`config.mk`:
```
export PLATFORM = sky130hd
export DESIGN_NAME = mux_scan_ctrl
export DESIGN_NICKNAME = d
export VERILOG_FILES = /design/src/rtl/mux_scan_pkg.sv /design/src/rtl/mux_scan_timer.sv /design/src/rtl/mux_scan_ctrl.sv
export SDC_FILE = /design/constraint.sdc
export NUM_CORES = 1
export LEC_CHECK = 0
export ABC_AREA = 1
export CORE_MARGIN = 1
export CORE_UTILIZATION = 45
export DETAILED_ROUTE_END_ITERATION = 7
export HOLD_SLACK_MARGIN = 0.12
export PLACE_DENSITY = 0.69
export SLEW_MARGIN = 40
export SYNTH_ARGS = -nofsm -noshare
export SYNTH_HDL_FRONTEND = slang
export SYNTH_SLANG_ARGS = --single-unit
```
`constraint.sdc`:
```
create_clock -name clk -period 1.6 [get_ports clk]
set_clock_uncertainty 0.1 [all_clocks]
set_input_delay 0.32 -clock clk [delete_from_list [all_inputs] [get_ports clk]]
set_output_delay 0.32 -clock clk [all_outputs]
set_load 0.005 [all_outputs]
```
`src/rtl/mux_scan_pkg.sv`:
```
// Shared definitions for the mux scan controller: FSM encoding, default select width, settle counter width.
// Optional feature macro used by the top: MUX_SCAN_PARITY_EN.
package mux_scan_pkg;

    localparam int SEL_W_DEF = 2;
    localparam int CNT_W     = 4;

    typedef enum logic [1:0] {
        IDLE   = 2'd0,
        SETTLE = 2'd1,
        HOLD   = 2'd2
    } state_t;

    // Insert one sampled bit into a partially assembled word at the given position.
    function automatic logic [31:0] merge_bit(input logic [31:0] cur, input int pos, input logic b);
        logic [31:0] r;
        r      = cur;
        r[pos] = b;
        return r;
    endfunction

endpackage

```
`src/rtl/mux_scan_timer.sv`:
```
// Loadable settle down-counter with a zero flag; load wins over decrement.
// Latency: count visible the edge after load/dec; zero is combinational from the count.
module mux_scan_timer
    import mux_scan_pkg::*;
(
    input  logic             clk,
    input  logic             rst_n,
    input  logic             load,
    input  logic [CNT_W-1:0] load_val,
    input  logic             dec,
    output logic             zero
);

    logic [CNT_W-1:0] cnt;

    always_ff @(posedge clk) begin
        if (!rst_n) begin
            cnt <= '0;
        end else if (load) begin
            cnt <= load_val;
        end else if (dec && (cnt != '0)) begin
            cnt <= cnt - CNT_W'(1);
        end
    end

    assign zero = (cnt == '0);

endmodule

```
`src/rtl/mux_scan_ctrl.sv`:
```
// Steps the mux select 0..N_IN-1, samples mux_out after a settle delay, presents the word on valid/ready.
// Latency: valid at edge N_IN*(SETTLE_CYC+1) after start; HOLD stalls until ready. Macro MUX_SCAN_PARITY_EN adds word_par.
module mux_scan_ctrl
    import mux_scan_pkg::*;
#(
    parameter int SEL_W      = SEL_W_DEF,
    parameter int SETTLE_CYC = 1
)(
    input  logic                    clk,
    input  logic                    rst_n,
    input  logic                    start,
    output logic [SEL_W-1:0]        s,
    input  logic                    mux_out,
    output logic                    busy,
    output logic [(1<<SEL_W)-1:0]   word,
    output logic                    valid,
    input  logic                    ready
`ifdef MUX_SCAN_PARITY_EN
    ,
    output logic                    word_par
`endif
);

    localparam int               N_IN      = 1 << SEL_W;
    localparam logic [SEL_W-1:0] S_LAST    = SEL_W'(N_IN - 1);
    localparam logic [CNT_W-1:0] SETTLE_LD = CNT_W'(SETTLE_CYC);

    state_t          state;
    logic [N_IN-1:0] capture;
    logic [N_IN-1:0] merged;
    logic [31:0]     merged_full;
    logic            tmr_load;
    logic            tmr_dec;
    logic            tmr_zero;

    // Capture with the bit being sampled this edge already folded in, so the
    // final bit can go straight into word without an extra cycle.
    always_comb begin
        merged_full = merge_bit(32'(capture), int'(s), mux_out);
        merged      = merged_full[N_IN-1:0];
    end

    always_comb begin
        tmr_load = 1'b0;
        tmr_dec  = 1'b0;
        case (state)
            IDLE: begin
                tmr_load = start;
            end
            SETTLE: begin
                if (!tmr_zero) begin
                    tmr_dec = 1'b1;
                end else if (s != S_LAST) begin
                    tmr_load = 1'b1;
                end
            end
            default: begin
                tmr_load = 1'b0;
                tmr_dec  = 1'b0;
            end
        endcase
    end

    mux_scan_timer u_timer (
        .clk      (clk),
        .rst_n    (rst_n),
        .load     (tmr_load),
        .load_val (SETTLE_LD),
        .dec      (tmr_dec),
        .zero     (tmr_zero)
    );

    always_ff @(posedge clk) begin
        if (!rst_n) begin
            state    <= IDLE;
            s        <= '0;
            capture  <= '0;
            word     <= '0;
            valid    <= 1'b0;
            busy     <= 1'b0;
`ifdef MUX_SCAN_PARITY_EN
            word_par <= 1'b0;
`endif
        end else begin
            case (state)
                IDLE: begin
                    if (start) begin
                        s     <= '0;
                        busy  <= 1'b1;
                        state <= SETTLE;
                    end
                end
                SETTLE: begin
                    if (tmr_zero) begin
                        capture <= merged;
                        if (s == S_LAST) begin
                            word     <= merged;
                            valid    <= 1'b1;
                            state    <= HOLD;
`ifdef MUX_SCAN_PARITY_EN
                            word_par <= ^merged;
`endif
                        end else begin
                            s <= s + SEL_W'(1);
                        end
                    end
                end
                HOLD: begin
                    // The handshake edge returns to IDLE; a start seen here is not taken.
                    if (ready) begin
                        valid <= 1'b0;
                        s     <= '0;
                        busy  <= 1'b0;
                        state <= IDLE;
                    end
                end
                default: begin
                    state <= IDLE;
                    busy  <= 1'b0;
                    valid <= 1'b0;
                    s     <= '0;
                end
            endcase
        end
    end

endmodule

```
==> metrics.txt, run 1 <==
DRC=0; Via-to-Cell Ratio=4.83; Initial Util=0.507; clk slew on worst S/H paths=0.10 ns; Commonest cells post-synth=dfxtp_1, nand2_1, inv_1, a21oi_1, o21ai_0; count leader, synth=dfxtp_1; Fin Setup TNS=0 ns; FF-to-FF path depth=7; Placed Cells=141; Syn Nets=115; Hold Path Class=reg2reg; Skew-Pair Late Insertion Delay=0.29 ns; GR Overflow Total=0; WP buf/inv=1; Die Area=1970 sq um; layout cells sized above 1=0.149; antenna violations before repair=0; Synth async-reset ratio=0; FF-to-FF End=u_timer.cnt[2]; cts hold-fix bufs=0; syn avg cell area=7.70 sq um; Final Core Density=0.633; Syn. warnings=0; P_leak=0.471 nW; area leader, netlist=dfxtp_1; slowest cell on the critical path=clkdlybuf4s50_1; Final nets=132; cts bufs inserted=3; Unique masters post-synth=19; Power Density=900 nW/um^2; core area=1590 sq um; Total Power=0.909 mW; CTS tree=yes; fin crit period=1.55 ns; routability cong.=0.835; H-tree depth=1; Slew HR=0.775; Synth Area in Simple Gates=0.209; hold-critical path depth=2; crit-path leading delay family=buffers and inverters; Fin. Hold Viols=0; Post-synth EDFFs=0; clock tree buffer depth=2; run status=finished, final reports clean; dpl ws=0.0687 ns; worst-path cell chain=clkdlybuf4s50_1; wire per inst=10.9 um; 1st-pass router iterations=4; number of global-route vias before repair=668; Die Y=44.4 um; ANT cells=0; worst path required time=1.18 ns; Port-buffer cells=12; std cell rows=14; vias=700; die width=44.4 um; final std cells w/o fill=145; sequential element share of the synthesized area=0.421; global-route wire length before repair=2720 um; final hold slack=0.371 ns; Final setup viols=0; multiplexer share of the synthesized area=0.0372; synthesized area=808 sq um; synthesized instance count=105; Worst Slack Setup Final=0.0514 ns; Total Wirelength=1570 um; hold_sp=valid; VDD IR max=0.000509 V; DRT iter0 DRCs=14; post-synth top area share=0.421; Post-DRT Antenna Nets=0; delay of the slowest critical-path stage=0.49 ns; Worst-Margin Slew=0.336 ns; largest net degree at the start of global routing=11; Syn-to-layout area delta=24.9%; Worst EP arrival=1.13 ns; flop-to-flop setup slack=0.11 ns; post-cts repair resize count=4; main combinational cell family by area after synthesis=simple AND/OR/NAND/NOR gates; I/O Pins=13; top_reg_cell synth=dfxtp_1; xor/xnor cell area share of the yosys netlist=0.0217; Max Fanout on Critical Path=2; Reg-to-Reg Start=u_timer.cnt[0]; CTS root buffer=clkbuf_4; DP Wirelength=1190 um; Post-Synth Adder-Cell Area=0.0774; max cap viols=0; max frequency=646 MHz; #FFs+latches synth=17; Final Cycle Share=0.968; Compound-Gate Fraction of Synth Area=0.144; end of the worst hold path=valid; Slew Viols, Final=0; top cells by area, synth=dfxtp_1, ha_1, nand2_1; Final Cell Area=1010 sq um; CTS sink count=17; Startpoint Class=flop; crit end category=output port; Placed Area=957 sq um; post-CTS setup buffer count=0; Total GRT Usage=0.190; crit path kind=reg2out
## area by class of cell
| class | instances | area [sq um] |
|---|---|---|
| Clock inverter | 1 | 5.00 |
| Clock buffer | 3 | 22.5 |
| Inverter | 15 | 56.3 |
| Sequential cell | 17 | 352 |
| Multi-Input combinational cell | 71 | 405 |
| Timing Repair Buffer | 14 | 139 |
| Fill cell | 139 | 584 |
| Tap cell | 24 | 30.0 |
## placed cells by master (no fill, tap or decap)
cell type	Yosys	final
ha_1	5	5
o21bai_1	1	1
xor2_1	1	1
inv_1	13	13
o21ai_0	10	10
clkbuf_4	0	3
nand2_2	3	2
dlymetal6s2s_1	0	2
dlygate4sd2_1	0	1
dfxtp_1	17	12
nand3_1	9	9
a21oi_2	1	1
buf_4	0	2
a21oi_1	10	10
xnor2_1	1	1
nor3_2	0	1
nand2_4	0	1
dfxtp_2	0	3
mux2i_1	3	3
inv_2	2	2
nor2_1	9	9
clkdlybuf4s50_1	0	9
nand2_1	16	16
or2_0	1	1
dfxtp_4	0	2
clkinv_2	0	1
## how the worst max path moves through the flow
stage                         from             end  slack (ns)  depth (start not counted)
CTS                           s[1]            s[1]       0.007                          1
global placement             start  u_timer.cnt[2]        0.09                          6
finish                     word[1]         word[1]        0.05                          1
detailed placement           start  u_timer.cnt[2]        0.07                          6
global route                  s[0]         word[3]       -0.02                          6
floorplan           u_timer.cnt[0]  u_timer.cnt[1]        0.24                          7
## per-layer routing
layer | vias to the layer above | GRT usage | routed length [um]
li1 | 373 | - | -
met1 | 311 | 0.232 | 756
met2 | 14 | 0.335 | 741
met3 | 2 | 0.0408 | 62
met4 | 0 | 0.0545 | 13
met5 | - | 0 | 0
## sequential cells by signal, summed over array words and instances (netlist names)
name         flops
u_timer.cnt      4
valid            1
state            2
word             4
s                2
busy             1
capture          3
## logic make-up (layout without fill, tap and decap cells)
kind of cell    after synthesis  after routing
mux                           3              3
fa+ha+maj                     5              5
buf+inv                      17             33
flops                        17             17
xor+xnor                      2              2
compound gates               22             22
simple gates                 39             39
## report_power, final
part | internal (mW) | switching [mW] | total [mW]
clock | 0.0927 | 0.134 | 0.226
combinational | 0.0879 | 0.120 | 0.208
sequential | 0.453 | 0.0213 | 0.474
Note: power is estimated with default switching activity, not from simulation.
==> inputs of run 2 (changes only) <==
--- a/config.mk
+++ b/config.mk
@@ -10,7 +10,7 @@
 export CORE_UTILIZATION = 45
 export DETAILED_ROUTE_END_ITERATION = 7
 export HOLD_SLACK_MARGIN = 0.12
-export PLACE_DENSITY = 0.69
+export PLACE_DENSITY = 0.78
 export SLEW_MARGIN = 40
 export SYNTH_ARGS = -nofsm -noshare
 export SYNTH_HDL_FRONTEND = slang
==> metrics.txt, run 2 (same netlist as run 1, synthesis figures left out) <==
run status=finished, final reports clean; ANT cells=0; Startpoint Class=flop; fin crit period=1.58 ns; DRT iter0 DRCs=19; Max Fanout on Critical Path=2; Worst-Margin Slew=0.343 ns; wire per inst=11.4 um; delay of the slowest critical-path stage=0.50 ns; Slew HR=0.771; Hold Path Class=reg2reg; layout cells sized above 1=0.171; Fin. Hold Viols=0; clk slew on worst S/H paths=0.10 ns; core area=1590 sq um; Post-DRT Antenna Nets=0; largest net degree at the start of global routing=12; Final Cycle Share=0.987; DRC=0; die width=44.4 um; DP Wirelength=1260 um; crit end category=output port; Initial Util=0.507; Die Y=44.4 um; H-tree depth=1; P_leak=0.470 nW; Total Wirelength=1680 um; Port-buffer cells=12; antenna violations before repair=0; Slew Viols, Final=0; CTS sink count=17; Die Area=1970 sq um; Final Core Density=0.639; crit-path leading delay family=buffers and inverters; worst-path cell chain=clkdlybuf4s50_1; worst path required time=1.18 ns; Final setup viols=0; routability cong.=0.846; Worst EP arrival=1.16 ns; Placed Cells=140; cts hold-fix bufs=0; clock tree buffer depth=2; Largest regs=u_timer.cnt (4), word (4), capture (3); Total GRT Usage=0.195; crit path kind=reg2out; max cap viols=0; slowest cell on the critical path=clkdlybuf4s50_1; VDD IR max=0.000588 V; vias=733; Power Density=911 nW/um^2; GR Overflow Total=0; CTS root buffer=clkbuf_4; 1st-pass router iterations=4; CTS tree=yes; I/O Pins=13; global-route wire length before repair=2790 um; Syn-to-layout area delta=26.0%; Final nets=134; WP buf/inv=1; most common cell after layout, fill and taps aside=nand2_1; max frequency=633 MHz; Skew-Pair Late Insertion Delay=0.30 ns; std cell rows=14; number of global-route vias before repair=649; Via-to-Cell Ratio=4.99; final std cells w/o fill=147; most frequent cells in the layout=nand2_1, inv_1, a21oi_1, dfxtp_1, clkdlybuf4s50_1; cts bufs inserted=3
run 2: cell types whose count changed in the layout (fill, tap and decap cells not counted), sizes merged:
cell,previous run,this run
buf,2,4
clkdlybuf4s50,9,10
dlygate4sd2,1,0
run 2: metrics by stage:
| step | TNS (ns) | hold WS, ns | area, sq um | worst slack, ns | power, mW |
|---|---|---|---|---|---|
| after floorplan | 0 | 0.348 | 808 | 0.239 | 0.628 |
| after global placement | 0 | 0.361 | 950 | 0.0637 | 0.678 |
| after detailed placement | 0 | 0.358 | 950 | 0.00195 | 0.683 |
| after CTS | 0 | 0.375 | 992 | 0.00236 | 0.919 |
| after global routing | -0.0852 | 0.401 | 1020 | -0.0361 | 0.979 |
| final | 0 | 0.373 | 1020 | 0.0212 | 0.928 |
run 2: per-layer routing:
metal  GRT usage  vias up  wire length [um]  share of wire
met5           0        -                 0              0
met4      0.0909        0                28          0.017
met3      0.0367        5                68          0.040
met2       0.341       20               868           0.52
met1       0.229      331               717           0.43
li1            -      377                 -              -
run 2: layout make-up:
cell class	count	area [sq um]
clock buffers	3	22.5
clock inverters	1	5.00
fillers	135	576
inverters	15	56.3
multi-input cells	71	395
flip-flops and latches	17	354
well taps	24	30.0
repair buffers	16	155
run 2: final timing paths:
kind                  startpoint              to  slack (ns)  cells after the start
setup / recovery           valid           valid        0.02                      1
hold / removal    u_timer.cnt[1]  u_timer.cnt[1]        0.37                      2
setup reg to reg  u_timer.cnt[0]  u_timer.cnt[0]        0.07                      7
hold reg to reg   u_timer.cnt[1]  u_timer.cnt[1]        0.37                      2
run 2: tightest hold or removal path, cell delays in order, from the launching register on:
cell	delay, ns
dfxtp_1	0.32
nand2_1	0.07
a21oi_2	0.04
run 2: power breakdown:
group,internal (mW),switching (mW)
clock network,0.0932,0.142
registers,0.454,0.0192
logic,0.0974,0.122
total,0.644,0.284
run 2: timing repair:
| action | in CTS | in global routing |
|---|---|---|
| pin swaps | 0 | 1 |
| endpoints found under the hold margin | 0 | 0 |
| setup endpoints to repair | 2 | 9 |
| setup buffers | 1 | 2 |
| resized for setup | 4 | 8 |
| gates cloned | 0 | 0 |
